**src/rtl/apb_master_bridge_n.sv**
```systemverilog
// ----------------------------------------------------------------------------
// apb_master_bridge_n
//
// Purpose:
//   Converts a valid/ready request port into APB transfers to one of
//   NUM_SLAVES slaves. The top SEL_BITS address bits pick the slave. An
//   out-of-range index is answered with a decode error and no bus activity.
//   A slave holding PREADY low for TIMEOUT_CYCLES access cycles is abandoned
//   and answered with a timeout error (TIMEOUT_CYCLES = 0 disables this).
//   Each finished transfer produces one registered single-cycle response.
//
// Ports:
//   PCLK, PRESET          clock (rising edge), synchronous active-high reset
//   req_valid/req_ready   request handshake, accepted only in IDLE
//   req_write/req_addr    direction and address of the request
//   req_wdata/req_strb    write data and byte strobes
//   rsp_valid             one-cycle response pulse, no backpressure
//   rsp_rdata             read data (0 for writes and errors)
//   rsp_err/rsp_timeout   error flag and "error was a timeout" flag
//   PSEL..PSTRB           APB master outputs, all registered
//   PRDATA/PREADY/PSLVERR per-slave APB inputs, only the selected slave is used
// ----------------------------------------------------------------------------
module apb_master_bridge_n #(
    parameter int ADDR_WIDTH     = 9,
    parameter int DATA_WIDTH     = 8,
    parameter int NUM_SLAVES     = 2,
    parameter int TIMEOUT_CYCLES = 16
) (
    input  logic                             PCLK,
    input  logic                             PRESET,
    input  logic                             req_valid,
    output logic                             req_ready,
    input  logic                             req_write,
    input  logic [ADDR_WIDTH-1:0]            req_addr,
    input  logic [DATA_WIDTH-1:0]            req_wdata,
    input  logic [DATA_WIDTH/8-1:0]          req_strb,
    output logic                             rsp_valid,
    output logic [DATA_WIDTH-1:0]            rsp_rdata,
    output logic                             rsp_err,
    output logic                             rsp_timeout,
    output logic [NUM_SLAVES-1:0]            PSEL,
    output logic                             PENABLE,
    output logic [ADDR_WIDTH-1:0]            PADDR,
    output logic                             PWRITE,
    output logic [DATA_WIDTH-1:0]            PWDATA,
    output logic [DATA_WIDTH/8-1:0]          PSTRB,
    input  logic [NUM_SLAVES*DATA_WIDTH-1:0] PRDATA,
    input  logic [NUM_SLAVES-1:0]            PREADY,
    input  logic [NUM_SLAVES-1:0]            PSLVERR
);

    localparam int SEL_BITS   = $clog2(NUM_SLAVES);
    localparam int STRB_WIDTH = DATA_WIDTH / 8;
    localparam int CNT_WIDTH  = (TIMEOUT_CYCLES > 0) ? $clog2(TIMEOUT_CYCLES + 1) : 1;
    localparam bit TIMEOUT_EN = (TIMEOUT_CYCLES > 0);
    // Counter value seen on the last allowed wait cycle; the increment taken
    // on that cycle would make the counter reach TIMEOUT_CYCLES.
    localparam logic [CNT_WIDTH-1:0] CNT_LAST =
        CNT_WIDTH'((TIMEOUT_CYCLES > 0) ? TIMEOUT_CYCLES - 1 : 0);
    localparam logic [SEL_BITS:0] NUM_SL = (SEL_BITS + 1)'(NUM_SLAVES);

    typedef enum logic [1:0] {
        StIdle,
        StSetup,
        StAccess
    } state_e;

    state_e r_state;
    state_e w_state_nxt;

    // Registered outputs and their next values
    logic [NUM_SLAVES-1:0] r_psel,     w_psel_nxt;
    logic                  r_penable,  w_penable_nxt;
    logic [ADDR_WIDTH-1:0] r_paddr,    w_paddr_nxt;
    logic                  r_pwrite,   w_pwrite_nxt;
    logic [DATA_WIDTH-1:0] r_pwdata,   w_pwdata_nxt;
    logic [STRB_WIDTH-1:0] r_pstrb,    w_pstrb_nxt;
    logic                  r_rsp_valid, w_rsp_valid_nxt;
    logic [DATA_WIDTH-1:0] r_rsp_rdata, w_rsp_rdata_nxt;
    logic                  r_rsp_err,   w_rsp_err_nxt;
    logic                  r_rsp_to,    w_rsp_to_nxt;
    logic [CNT_WIDTH-1:0]  r_wait_cnt,  w_wait_cnt_nxt;

    logic                  w_accept;
    logic [SEL_BITS-1:0]   w_idx;
    logic                  w_dec_ok;
    logic [NUM_SLAVES-1:0] w_onehot;
    logic                  w_sel_ready;
    logic                  w_sel_err;
    logic [DATA_WIDTH-1:0] w_sel_rdata;
    logic                  w_timeout_hit;

    // ------------------------------------------------------------------------
    // Request decode and selected-slave return path
    // ------------------------------------------------------------------------
    assign req_ready = (r_state == StIdle) && !PRESET;
    assign w_accept  = req_valid && req_ready;
    assign w_idx     = req_addr[ADDR_WIDTH-1 -: SEL_BITS];
    assign w_dec_ok  = ({1'b0, w_idx} < NUM_SL);

    always_comb begin
        w_onehot = '0;
        for (int i = 0; i < NUM_SLAVES; i++) begin
            w_onehot[i] = (w_idx == SEL_BITS'(i));
        end
    end

    // r_psel is one-hot during a transfer, so masking picks the live slave.
    assign w_sel_ready = |(PREADY & r_psel);
    assign w_sel_err   = |(PSLVERR & r_psel);

    always_comb begin
        w_sel_rdata = '0;
        for (int i = 0; i < NUM_SLAVES; i++) begin
            if (r_psel[i]) begin
                w_sel_rdata = w_sel_rdata | PRDATA[i*DATA_WIDTH +: DATA_WIDTH];
            end
        end
    end

    assign w_timeout_hit = TIMEOUT_EN && !w_sel_ready && (r_wait_cnt == CNT_LAST);

    // ------------------------------------------------------------------------
    // FSM: state register
    // ------------------------------------------------------------------------
    always_ff @(posedge PCLK) begin
        if (PRESET) begin
            r_state <= StIdle;
        end else begin
            r_state <= w_state_nxt;
        end
    end

    // ------------------------------------------------------------------------
    // FSM: next-state logic
    // ------------------------------------------------------------------------
    always_comb begin
        w_state_nxt = r_state;
        unique case (r_state)
            StIdle: begin
                if (w_accept && w_dec_ok) begin
                    w_state_nxt = StSetup;
                end
            end
            StSetup: begin
                w_state_nxt = StAccess;
            end
            StAccess: begin
                // Completion and timeout both return to IDLE
                if (w_sel_ready || w_timeout_hit) begin
                    w_state_nxt = StIdle;
                end
            end
            default: begin
                w_state_nxt = StIdle;
            end
        endcase
    end

    // ------------------------------------------------------------------------
    // FSM: output logic (next values of the registered outputs)
    // ------------------------------------------------------------------------
    always_comb begin
        w_psel_nxt      = r_psel;
        w_penable_nxt   = r_penable;
        w_paddr_nxt     = r_paddr;
        w_pwrite_nxt    = r_pwrite;
        w_pwdata_nxt    = r_pwdata;
        w_pstrb_nxt     = r_pstrb;
        w_rsp_valid_nxt = 1'b0;
        w_rsp_rdata_nxt = r_rsp_rdata;
        w_rsp_err_nxt   = r_rsp_err;
        w_rsp_to_nxt    = r_rsp_to;
        w_wait_cnt_nxt  = r_wait_cnt;

        unique case (r_state)
            StIdle: begin
                if (w_accept) begin
                    if (w_dec_ok) begin
                        w_psel_nxt   = w_onehot;
                        w_paddr_nxt  = req_addr;
                        w_pwrite_nxt = req_write;
                        w_pwdata_nxt = req_wdata;
                        w_pstrb_nxt  = req_write ? req_strb : '0;
                    end else begin
                        // Decode error: answer directly without touching the bus
                        w_rsp_valid_nxt = 1'b1;
                        w_rsp_err_nxt   = 1'b1;
                        w_rsp_to_nxt    = 1'b0;
                        w_rsp_rdata_nxt = '0;
                    end
                end
            end
            StSetup: begin
                w_penable_nxt  = 1'b1;
                w_wait_cnt_nxt = '0;
            end
            StAccess: begin
                if (w_sel_ready) begin
                    w_psel_nxt      = '0;
                    w_penable_nxt   = 1'b0;
                    w_rsp_valid_nxt = 1'b1;
                    w_rsp_err_nxt   = w_sel_err;
                    w_rsp_to_nxt    = 1'b0;
                    w_rsp_rdata_nxt = (!r_pwrite && !w_sel_err) ? w_sel_rdata : '0;
                end else begin
                    if (TIMEOUT_EN) begin
                        w_wait_cnt_nxt = r_wait_cnt + CNT_WIDTH'(1);
                    end
                    if (w_timeout_hit) begin
                        w_psel_nxt      = '0;
                        w_penable_nxt   = 1'b0;
                        w_rsp_valid_nxt = 1'b1;
                        w_rsp_err_nxt   = 1'b1;
                        w_rsp_to_nxt    = 1'b1;
                        w_rsp_rdata_nxt = '0;
                    end
                end
            end
            default: begin
                w_psel_nxt    = '0;
                w_penable_nxt = 1'b0;
            end
        endcase
    end

    // ------------------------------------------------------------------------
    // Output and counter registers
    // ------------------------------------------------------------------------
    always_ff @(posedge PCLK) begin
        if (PRESET) begin
            r_psel      <= '0;
            r_penable   <= 1'b0;
            r_paddr     <= '0;
            r_pwrite    <= 1'b0;
            r_pwdata    <= '0;
            r_pstrb     <= '0;
            r_rsp_valid <= 1'b0;
            r_rsp_rdata <= '0;
            r_rsp_err   <= 1'b0;
            r_rsp_to    <= 1'b0;
            r_wait_cnt  <= '0;
        end else begin
            r_psel      <= w_psel_nxt;
            r_penable   <= w_penable_nxt;
            r_paddr     <= w_paddr_nxt;
            r_pwrite    <= w_pwrite_nxt;
            r_pwdata    <= w_pwdata_nxt;
            r_pstrb     <= w_pstrb_nxt;
            r_rsp_valid <= w_rsp_valid_nxt;
            r_rsp_rdata <= w_rsp_rdata_nxt;
            r_rsp_err   <= w_rsp_err_nxt;
            r_rsp_to    <= w_rsp_to_nxt;
            r_wait_cnt  <= w_wait_cnt_nxt;
        end
    end

    assign PSEL        = r_psel;
    assign PENABLE     = r_penable;
    assign PADDR       = r_paddr;
    assign PWRITE      = r_pwrite;
    assign PWDATA      = r_pwdata;
    assign PSTRB       = r_pstrb;
    assign rsp_valid   = r_rsp_valid;
    assign rsp_rdata   = r_rsp_rdata;
    assign rsp_err     = r_rsp_err;
    assign rsp_timeout = r_rsp_to;

endmodule

```
**config.mk**
```make
export PLATFORM = sky130hd
export DESIGN_NAME = apb_master_bridge_n
export DESIGN_NICKNAME = d
export VERILOG_FILES = /design/src/rtl/apb_master_bridge_n.sv
export SDC_FILE = /design/constraint.sdc
export NUM_CORES = 1
export LEC_CHECK = 0
export ABC_AREA = 1
export BUFFER_PORTS_ARGS = -buffer_cell sky130_fd_sc_hd__buf_2
export CAP_MARGIN = 5
export CORE_AREA = 2 2 73 61
export CTS_BUF_LIST = sky130_fd_sc_hd__clkbuf_4 sky130_fd_sc_hd__clkbuf_8
export DETAILED_ROUTE_END_ITERATION = 16
export DIE_AREA = 0 0 75 63
export PLACE_DENSITY = 0.77
export SLEW_MARGIN = 20
export SYNTH_ARGS = -nofsm -noshare
export SYNTH_HDL_FRONTEND = slang
export SYNTH_SLANG_ARGS = --single-unit
export TNS_END_PERCENT = 50
```
**constraint.sdc**
```tcl
create_clock -name PCLK -period 1.3 [get_ports PCLK]
set_input_delay 0.195 -clock PCLK [delete_from_list [all_inputs] [get_ports PCLK]]
set_output_delay 0.195 -clock PCLK [all_outputs]
set_load 0.05 [all_outputs]
```
==> impl_results.md, run 1 <==
* Clock Tree Buf Depth at 2
* Grt ovf at 0
* Final Setup Violations at 13
* PD cells at approximately 1200 nW/um^2
* Seq/Total Area, Yosys at about half
* Commonest non-fill, non-tap cell in the layout: buf_2
* Critical path peak fanout at 5
* Vias at ~1,700
* Via density at 4.787
* Placed inst area at 2175 sq um
* Fillers at about 360
* Kind of critical path: flop to flop
* Synth-to-Final Area Change at 46.93%
* Measured slew at the worst slew-check pin at ~0.34 ns
* Die Area at roughly 4700 sq um
* Max rail drop VDD at about 840 uV
* Status: finished with violations
* Initial antenna violation count at 0
* H-tree lvl count at 2
* Cell Rows at 21
* Synth area leader: dfxtp_1
* Internal Pwr Total at roughly 1.9 mW
* First-pass GRT wire length at between 6000 and 7000 um
* Synth area leaders: dfxtp_1 (49%), nand2_1 (12%), nand3_1 (12%)
* Initial drt markers at between 60 and 70
* Violated checks: setup timing
* Drt drc at 0
* Worst Skew at a little over 0.007 ns
* Synthesized instance count at between 200 and 250
* Count of port buffers added during placement at between 70 and 80
* Unrepaired setup endpoints after global routing: true
* TritonCTS buffer count at 5
* Vias in the first global route at approximately 1,600
* GRT Total Usage at approximately a fifth
* Worst path bufs/invs at 2
* DRT Pass-1 Iters at 4
* LEAKAGE at roughly 1.2 nW
* Critical Path Start Type: flop
* Largest net degree at the start of global routing at 21
* Worst-Skew Late Latency at 0.30 ns
* Period utilization at 106.6%
* Max-cap viol count at 0
* Core area at approximately 4000 sq um
* Clock share of power at between 30 and 40%
* Mapped Nets at ~250
* Wirelength per Cell at 12.07 um
* Die Span Y at roughly 63 um
* Final Instance Area at roughly 2400 sq um
* Yosys top cell area share at between 40% and 50%
* Most frequent CP cell: nand2_4
* Max-slew violations at 0
* # diodes at 0
* CP Data Required Time at roughly 1.5 ns
* Die width at 75 um
* Finished Layout Cells at 356
* Largest delay share family, worst path: flip-flops
* Hold-fix buffers, CTS at 0
* Synth unique cells at 23
* Final core utilization at about three fifths
* Final hold violations at 0
* Root Buffer: clkbuf_8
* Placed instance count at about 350
* Slowest CP cell: dfxtp_2
* Hold Path Class: primary input to flop
* Hpwl dp at around 3100 um
* CTS tree: done
* WL final at ~4300 um
* CP Capture Type: flop
* Sequential share of power at 47.3%
* Synthesized cell area at approximately 1700 sq um
* Fmax achieved at slightly above 700 MHz
* Switching Share at 31.08%
* Post-synthesis register bit count at 40
* CTS Sinks at 40
* Crit path time final at 1.386 ns
* CP max stage delay at between 0.3 and 0.4 ns
* TNS Setup at -0.7716 ns
* Relative slew slack at 77.00%
* Crit-path cells: ha_4, nand2_4, nor2_2, ha_2, inv_2, nand2_4, nand3_2, buf_6, o21ai_1
* Share of layout cells above drive strength 1 at 47.49%
* Final WS setup at -0.08597 ns
* Initial core utilization at between 40% and 50%
* Clock transition at path regs at approximately 0.080 ns
* # IOs at 76
* Fin Hold WS at a little under 0.08 ns
* Switching power at a little under 900 uW
* Syn Area/Cell at roughly 8 sq um
* RD Place Congestion at roughly 0.85
* Commonest cells after routing, fill and taps aside: buf_2 (74), nand2_1 (48), dfxtp_1 (34)
* Ys Warns at 0
* Critical path arrival at approximately 1.6 ns
* Comb pwr share at between 20% and 30%
* Final-stage net count at around 340
* ANT nets after route at 0
[flip-flops by register name (all words and copies together), names as in the netlist]
signal and count:
rsp_rdata 8, rsp_err 1, r_wait_cnt 5, PWRITE 1, PWDATA 8, PSEL 2, rsp_valid 1, PSTRB 1
r_state 2, PADDR 9, rsp_timeout 1, PENABLE 1
[worst min-delay path, cell delays in order]
cell and delay (ns):
buf_2 0.07, nand2_1 0.04, nand2_1 0.04
[cell type report]
type	instances	area, sq um	share of cell area (%)
Tap cell	57	71.32	2.941
Multi-Input combinational cell	143	829.5	34.21
Clock buffer	7	90.09	3.715
Sequential cell	40	808.3	33.33
Clock inverter	1	7.507	0.3096
Inverter	13	51.30	2.116
Timing Repair Buffer	95	566.8	23.37
[Yosys cell counts]
library cell	number
a22o_1	8
nand4_1	1
o21a_1	2
inv_2	3
nand2_1	54
nor2_4	3
a21oi_1	7
and3_1	1
nand2_2	2
nor2_1	8
a211oi_1	1
nor2_2	1
nand3_2	1
buf_2	7
o21ai_1	3
a21oi_2	2
buf_4	2
o21ai_0	9
nand3_1	38
buf_6	2
ha_1	2
inv_1	10
dfxtp_1	40
[power groups by stage]
stage / registers (mW) / clock network [mW] / logic (mW)
final: 1.32 / 0.894 / 0.580
after global routing: 1.33 / 0.955 / 0.624
after CTS: 1.32 / 0.904 / 0.564
after detailed placement: 1.35 / 0 / 0.546
after global placement: 1.35 / 0 / 0.538
after floorplan: 1.53 / 0 / 0.190
[timing repair]
| item | 4_1_cts | 5_1_grt |
|---|---|---|
| cloned | 0 | 0 |
| pin swaps | 5 | 2 |
| setup endpoints to repair | 16 | 29 |
| resized for setup | 22 | 10 |
| setup buffers | 1 | 2 |
[cell families after synthesis]
group	count (synthesis)	share of synthesized area, %
DFF	40	48.52
buffers and inverters	24	7.354
AOI/OAI and AO/OA	32	12.43
adders and majority gates	2	1.516
and+or+nand+nor	109	30.17
[layer usage]
layer | global-route usage [%] | vias up | wire length (um)
li1 | - | 871 | -
met5 | 0 | - | 0
met3 | 6.129 | 5 | 363
met2 | 29.71 | 61 | 1945
met1 | 23.75 | 767 | 1936
met4 | 8.705 | 0 | 53
[worst paths after layout]
check / start / endpoint / slack (ns) / cells after the start
hold / removal: req_addr[1] / PADDR[1]$_SDFFE_PP0P_ / 0.08 / 3
setup reg to reg: r_wait_cnt[0]$_SDFFE_PP0P_ / rsp_rdata[2]$_SDFFE_PP0P_ / -0.09 / 9
setup / recovery: r_wait_cnt[0]$_SDFFE_PP0P_ / rsp_rdata[2]$_SDFFE_PP0P_ / -0.09 / 9
hold reg to reg: rsp_timeout$_SDFFE_PP0P_ / rsp_timeout$_SDFFE_PP0P_ / 0.46 / 2
[per-stage QoR]
| step | power (mW) | setup slack (ns) |
|---|---|---|
| 6_report | 2.797 | -0.08597 |
| 3_5_place_dp | 1.894 | -0.2189 |
| 3_3_place_gp | 1.886 | -0.1113 |
| 2_1_floorplan | 1.718 | -0.07514 |
| 5_1_grt | 2.909 | -0.1496 |
| 4_1_cts | 2.790 | -0.07244 |
No activity file was read; power rests on OpenSTA's default activity.
==> run 2: changes to the inputs <==
SKIP_LAST_GASP = 1   (was default)
==> run 2 against run 1 <==
  * The flow still finishes with violations (setup timing)
  * Via count about the same
  * Global-route usage unchanged
  * Combinational power is 1% lower
  * Critical path depth is the same
  * Core utilization decreased by 0.40 points
  * Largest cell class unchanged
  * Clock skew about the same
==> impl_results.md, run 2 (synthesis results as in run 1) <==
* Status: finished with violations
* Violated checks: setup timing
* Vias at 1,703 (-0.059%)
* Switching Share at 31.00% (-0.078 points)
* Largest net degree at the start of global routing at 21 (unchanged)
* Initial antenna violation count at 0 (unchanged)
* Crit path time final at 1.386 ns (+0.0002490 ns)
* Vias in the first global route at 1,587 (unchanged)
* LEAKAGE at 1.209 nW (-0.31%)
* CP Data Required Time at 1.53 ns (about the same)
* Pre-CTS setup slack at -0.2189 ns (unchanged)
* Relative slew slack at 77.17% (+0.16 points)
* Crit-path cells: ha_4, nand2_4, nor2_2, ha_2, inv_2, nand2_4, nand3_2, buf_6, o21ai_1
* Clock Tree Buf Depth at 2 (unchanged)
* # IOs at 76 (unchanged)
* DRT Pass-1 Iters at 4 (unchanged)
* Via density at 4.784 (about the same)
* Critical Path Start Type: flop
* Clock share of power at 32.0% (about the same)
* Max rail drop VDD at 836.9 uV (-0.22%)
* TritonCTS buffer count at 5 (unchanged)
* CP max stage delay at 0.36 ns (about the same)
* Commonest cells after routing, fill and taps aside: buf_2 (74), nand2_1 (48), dfxtp_1 (36)
* Initial drt markers at 77 (+13%)
* Period utilization at 106.6% (about the same)
* ANT nets after route at 0 (unchanged)
* Hold-fix buffers, CTS at 0 (unchanged)
* Slowest CP cell: dfxtp_2
* Unrepaired setup endpoints after global routing: true
* Internal Pwr Total at 1.921 mW (-0.38%)
* Count of port buffers added during placement at 75 (unchanged)
* Number of flip-flops under the largest register name at 9 (unchanged)
* Hpwl dp at 3129 um (unchanged)
* Core area at 4020 sq um (unchanged)
* CTS tree: done
* Final-stage net count at 342 (unchanged)
* Commonest non-fill, non-tap cell in the layout: buf_2
* Max-slew violations at 0 (unchanged)
* Fmax achieved at 721.4 MHz (about the same)
* Comb pwr share at 20.5% (-0.2 points)
* Root Buffer: clkbuf_8
* Sequential share of power at 47.5% (+0.2 points)
* Die Span Y at 63 um (unchanged)
* Fillers at 363 (+2.0%)
* Drt drc at 0 (unchanged)
* Final Setup Violations at 14 (+1)
* Die Area at 4725 sq um (unchanged)
* Worst-Skew Late Latency at 0.30 ns (about the same)
* Switching power at 862.8 uW (-0.74%)
* Critical path peak fanout at 5 (unchanged)
* Critical path arrival at 1.61 ns (about the same)
* Hold Path Class: primary input to flop
* Max-cap viol count at 0 (unchanged)
* Share of layout cells above drive strength 1 at 46.82% (-0.67 points)
* Clock transition at path regs at 0.08 ns (about the same)
* Die width at 75 um (unchanged)
* Worst Skew at 0.006956 ns (-0.0002645 ns)
* Initial core utilization at 41.05% (unchanged)
* WL final at 4295 um (about the same)
* Kind of critical path: flop to flop
* Final WS setup at -0.08622 ns (-0.0002490 ns)
* Setup slack, reg-to-reg at -0.09 ns (about the same)
* Most frequent CP cell: nand2_4
* Grt ovf at 0 (unchanged)
* Cell Rows at 21 (unchanged)
* CP Capture Type: flop
* Measured slew at the worst slew-check pin at 0.3421 ns (-0.002455 ns)
* Wirelength per Cell at 12.06 um (about the same)
* H-tree lvl count at 2 (unchanged)
* Final core utilization at 59.91% (-0.40 points)
* RD Place Congestion at 0.8460 (unchanged)
* GRT Total Usage at 19.13% (unchanged)
* Final hold violations at 0 (unchanged)
* First-pass GRT wire length at 6927 um (unchanged)
* CTS Sinks at 40 (unchanged)
* # diodes at 0 (unchanged)
* PD cells at 1156 nW/um^2 (+0.18%)
* Synth-to-Final Area Change at 45.94%
-- run 2: cell types whose count changed in the layout (fill, tap and decap cells not counted) --
cell | before | now
inv_4 | 1 | 0
o21ai_0 | 3 | 4
buf_4 | 14 | 16
inv_2 | 3 | 4
dfxtp_2 | 6 | 4
dfxtp_1 | 34 | 36
o21ai_1 | 8 | 7
buf_6 | 5 | 4
buf_8 | 1 | 0
-- run 2: final cells by class --
cell class | instances | area (sq um) | share of cell area, %
tap | 57 | 71.32 | 2.961
clock buffer | 7 | 90.09 | 3.740
sequential | 40 | 805.8 | 33.45
multi-input combinational | 143 | 829.5 | 34.44
inverter | 13 | 48.80 | 2.026
timing repair buffer | 95 | 555.5 | 23.06
clock inverter | 1 | 7.507 | 0.3117
-- run 2: layer usage --
| metal | up-vias | GRT usage, % | wire, um |
|---|---|---|---|
| li1 | 870 | - | - |
| met1 | 769 | 23.75 | 1960 |
| met2 | 59 | 29.71 | 1932 |
| met3 | 5 | 6.129 | 352 |
| met4 | 0 | 8.705 | 49 |
| met5 | - | 0 | 0 |
-- run 2: what timing repair did --
| item | in CTS | in global routing |
|---|---|---|
| pin swaps | 5 | 2 |
| setup buffers | 1 | 2 |
| endpoints found under the setup margin | 16 | 29 |
| gates resized for setup | 21 | 4 |
-- run 2: through the flow --
step	power [mW]	TNS, ns	instance area [sq um]	std cells	hold WS [ns]
final	2.783	-0.8105	2409	356	0.07906
after global routing	2.899	-2.219	2409	356	0.07753
after CTS	2.788	-0.7573	2369	354	0.07318
after detailed placement	1.894	-2.171	2175	345	0.3854
after global placement	1.886	-0.9903	2175	345	0.3810
after floorplan	1.718	-0.3496	1673	207	0.2981
-- run 2: worst paths after layout --
| kind | startpoint | to | cells past startpoint |
|---|---|---|---|
| worst max-delay path | r_wait_cnt[0]$_SDFFE_PP0P_ | rsp_rdata[2]$_SDFFE_PP0P_ | 9 |
| worst max register to register | r_wait_cnt[0]$_SDFFE_PP0P_ | rsp_rdata[2]$_SDFFE_PP0P_ | 9 |
| worst min-delay path | req_addr[1] | PADDR[1]$_SDFFE_PP0P_ | 3 |
| worst min register to register | rsp_timeout$_SDFFE_PP0P_ | rsp_timeout$_SDFFE_PP0P_ | 2 |
-- run 2: power groups by stage --
stage | logic, mW | clock network (mW) | registers [mW]
after global placement | 0.538 | 0 | 1.35
after CTS | 0.562 | 0.904 | 1.32
after global routing | 0.615 | 0.955 | 1.33
final | 0.572 | 0.890 | 1.32
after detailed placement | 0.546 | 0 | 1.35
after floorplan | 0.190 | 0 | 1.53
-- run 2: critical path, delay by kind of cell (launching register included) --
kind / cells / cell delay [ns]
flops: 1 / 0.36
fa+ha+maj: 2 / 0.35
simple gates: 4 / 0.28
buf+inv: 2 / 0.21
compound gates: 1 / 0.12
==> run 3: changes to the inputs <==
CORE_AREA = 2 2 65 67   (was 2 2 73 61)
DIE_AREA = 0 0 67 69   (was 0 0 75 63)
PLACE_DENSITY = 0.78   (was 0.77)
SETUP_SLACK_MARGIN = 0.02   (was default)
==> run 3 against run 2 <==
  * The run still ends with setup timing left
  * Sequential cell count unchanged
  * Combinational power shrank 3%
  * Setup slack gained 0.0020 ns
  * Count of clock-buffer cells in the layout down 2
  * Highest routed layer unchanged
  * Die area shrank 2.2%
  * Global-route usage fell by 0.89 points
  * Largest cell class is now registers
==> impl_results.md, run 3 (synthesis results as in run 1) <==
* Max-cap viol count at 0 (unchanged)
* GRT Total Usage at 18.24% (-0.89 points)
* Fin Hold WS at 0.08794 ns (+0.008885 ns)
* Cell Rows at 23 (+9.5%)
* Placed instance count at 336 (-2.6%)
* Critical path arrival at 1.57 ns (-0.04 ns)
* Power Total at 2.678 mW (-3.8%)
* Clock Tree Buf Depth at 2 (unchanged)
* Clock transition at path regs at 0.08 ns (about the same)
* Core area at 3914 sq um (-2.6%)
* TritonCTS buffer count at 5 (unchanged)
* PD cells at 1167 nW/um^2 (+1.0%)
* Die Span Y at 69 um (+9.5%)
* Fmax achieved at 722.4 MHz (+0.15%)
* Period utilization at 106.5% (-0.15 points)
* Worst Skew at 0.002857 ns (-0.004100 ns)
* ANT nets after route at 0 (unchanged)
* Count of port buffers added during placement at 75 (unchanged)
* Largest net degree at the start of global routing at 21 (unchanged)
* Violated checks: setup timing
* Comb pwr share at 20.7% (+0.2 points)
* Root Buffer: clkbuf_8
* Sequential share of power at 49.3% (+1.8 points)
* Die width at 67 um (-11%)
* Share of layout cells above drive strength 1 at 42.91% (-3.9 points)
* Hold-fix buffers, CTS at 0 (unchanged)
* Hold Path Depth at 3 (unchanged)
* CTS tree: done
* LEAKAGE at 1.157 nW (-4.3%)
* R2R cell count at 10 (+1)
* Commonest cells after routing, fill and taps aside: buf_2 (76), nand2_1 (50), nand3_1 (37)
* Footprint of the multi-input gates at 769.5 sq um (-7.2%)
* CP Data Required Time at 1.48 ns (-0.05 ns)
* CP Capture Type: flop
* Initial core utilization at 42.17% (+1.1 points)
* Final hold violations at 0 (unchanged)
* # IOs at 76 (unchanged)
* Measured slew at the worst slew-check pin at 0.2663 ns (-0.07583 ns)
* Switching Share at 31.62% (+0.62 points)
* Initial drt markers at 66 (-14%)
* Final-stage net count at 339 (-0.88%)
* Max rail drop VDD at 745.6 uV (-11%)
* Pre-CTS setup slack at -0.1295 ns (+0.08936 ns)
* Die Area at 4623 sq um (-2.2%)
* Synth-to-Final Area Change at 39.04%
* Max-slew violations at 0 (unchanged)
* Clock share of power at 30.0% (-2.0 points)
* First-pass GRT wire length at 6658 um (-3.9%)
* Critical path peak fanout at 4 (-1)
* Grt ovf at 0 (unchanged)
* Final WS setup at -0.08420 ns (+0.002014 ns)
* FF/Latch Area at 805.8 sq um (unchanged)
* Vias at 1,700 (-0.18%)
* Internal Pwr Total at 1.832 mW (-4.6%)
* # diodes at 0 (unchanged)
* Critical Path Start Type: flop
* Drt drc at 0 (unchanged)
* Final Setup Violations at 15 (+1)
* Unrepaired setup endpoints after global routing: true
* DRT Pass-1 Iters at 4 (unchanged)
* Status: finished with violations
* Hpwl dp at 3094 um (-1.1%)
* Fillers at 379 (+4.4%)
* H-tree lvl count at 2 (unchanged)
* Relative slew slack at 82.23% (+5.1 points)
* Vias in the first global route at 1,657 (+4.4%)
* Number of flip-flops under the largest register name at 9 (unchanged)
* Finished Layout Cells at 346 (-2.8%)
* Commonest non-fill, non-tap cell in the layout: buf_2
* Via density at 4.913 (+2.7%)
* WL final at 4053 um (-5.6%)
* CTS Sinks at 40 (unchanged)
* Crit path time final at 1.384 ns (-0.002014 ns)
* Wirelength per Cell at 11.71 um (-2.9%)
* Switching power at 846.9 uW (-1.8%)
* Kind of critical path: flop to flop
* Hold Path Class: primary input to flop
* Worst-Skew Late Latency at 0.29 ns (about the same)
* Initial antenna violation count at 0 (unchanged)
* RD Place Congestion at 0.7268 (-14%)
## run 3: repair_timing
item	4_1_cts	5_1_grt
buffers inserted	0	1
endpoints found under the setup margin	16	26
resized for setup	8	1
pin swaps	3	1
cloned	1	0
## run 3: routing by layer
| layer | track usage [%] | part of all wire, % |
|---|---|---|
| met1 | 19.14 | 41 |
| met2 | 32.89 | 50 |
| met3 | 6.688 | 6.6 |
| met4 | 5.442 | 1.7 |
| met5 | 0 | 0 |
## run 3: layout make-up
type                            count  area share [%]
Sequential cell                    40           35.11
Multi-Input combinational cell    143           33.53
Timing Repair Buffer               92           22.68
Clock buffer                        5           2.999
Tap cell                           50           2.726
Inverter                           13           2.127
Clock inverter                      3          0.8179
## run 3: worst max-delay path, cell delays in order (launching register included)
cell	delay, ns
dfxtp_2	0.35
ha_4	0.14
nand2_2	0.06
nor2_2	0.08
ha_2	0.18
inv_2	0.04
nand2_2	0.07
nand2_2	0.08
buf_4	0.15
nand3_1	0.05
o21ai_1	0.06
## run 3: power groups by stage
stage | Sequential (mW) | Clock, mW | Combinational (mW)
detailed placement | 1.35 | 0 | 0.550
CTS | 1.32 | 0.831 | 0.557
global route | 1.33 | 0.873 | 0.598
floorplan | 1.53 | 0 | 0.190
finish | 1.32 | 0.805 | 0.554
global placement | 1.35 | 0 | 0.542
## run 3: worst paths after layout
| kind | start | endpoint | slack (ns) |
|---|---|---|---|
| worst max-delay path | r_wait_cnt[1]$_SDFFE_PP0P_ | rsp_rdata[1]$_SDFFE_PP0P_ | -0.08 |
| worst min-delay path | req_addr[5] | PADDR[5]$_SDFFE_PP0P_ | 0.09 |
| worst max register to register | r_wait_cnt[1]$_SDFFE_PP0P_ | rsp_rdata[1]$_SDFFE_PP0P_ | -0.08 |
| worst min register to register | rsp_timeout$_SDFFE_PP0P_ | rsp_timeout$_SDFFE_PP0P_ | 0.46 |
## run 3: stage by stage
step	TNS, ns	instance area, sq um	util, %
global placement	-1.025	2163	55.27
global route	-2.782	2295	58.63
finish	-0.8728	2295	58.63
detailed placement	-1.286	2163	55.27
floorplan	-0.3496	1673	-
CTS	-0.9314	2285	58.38
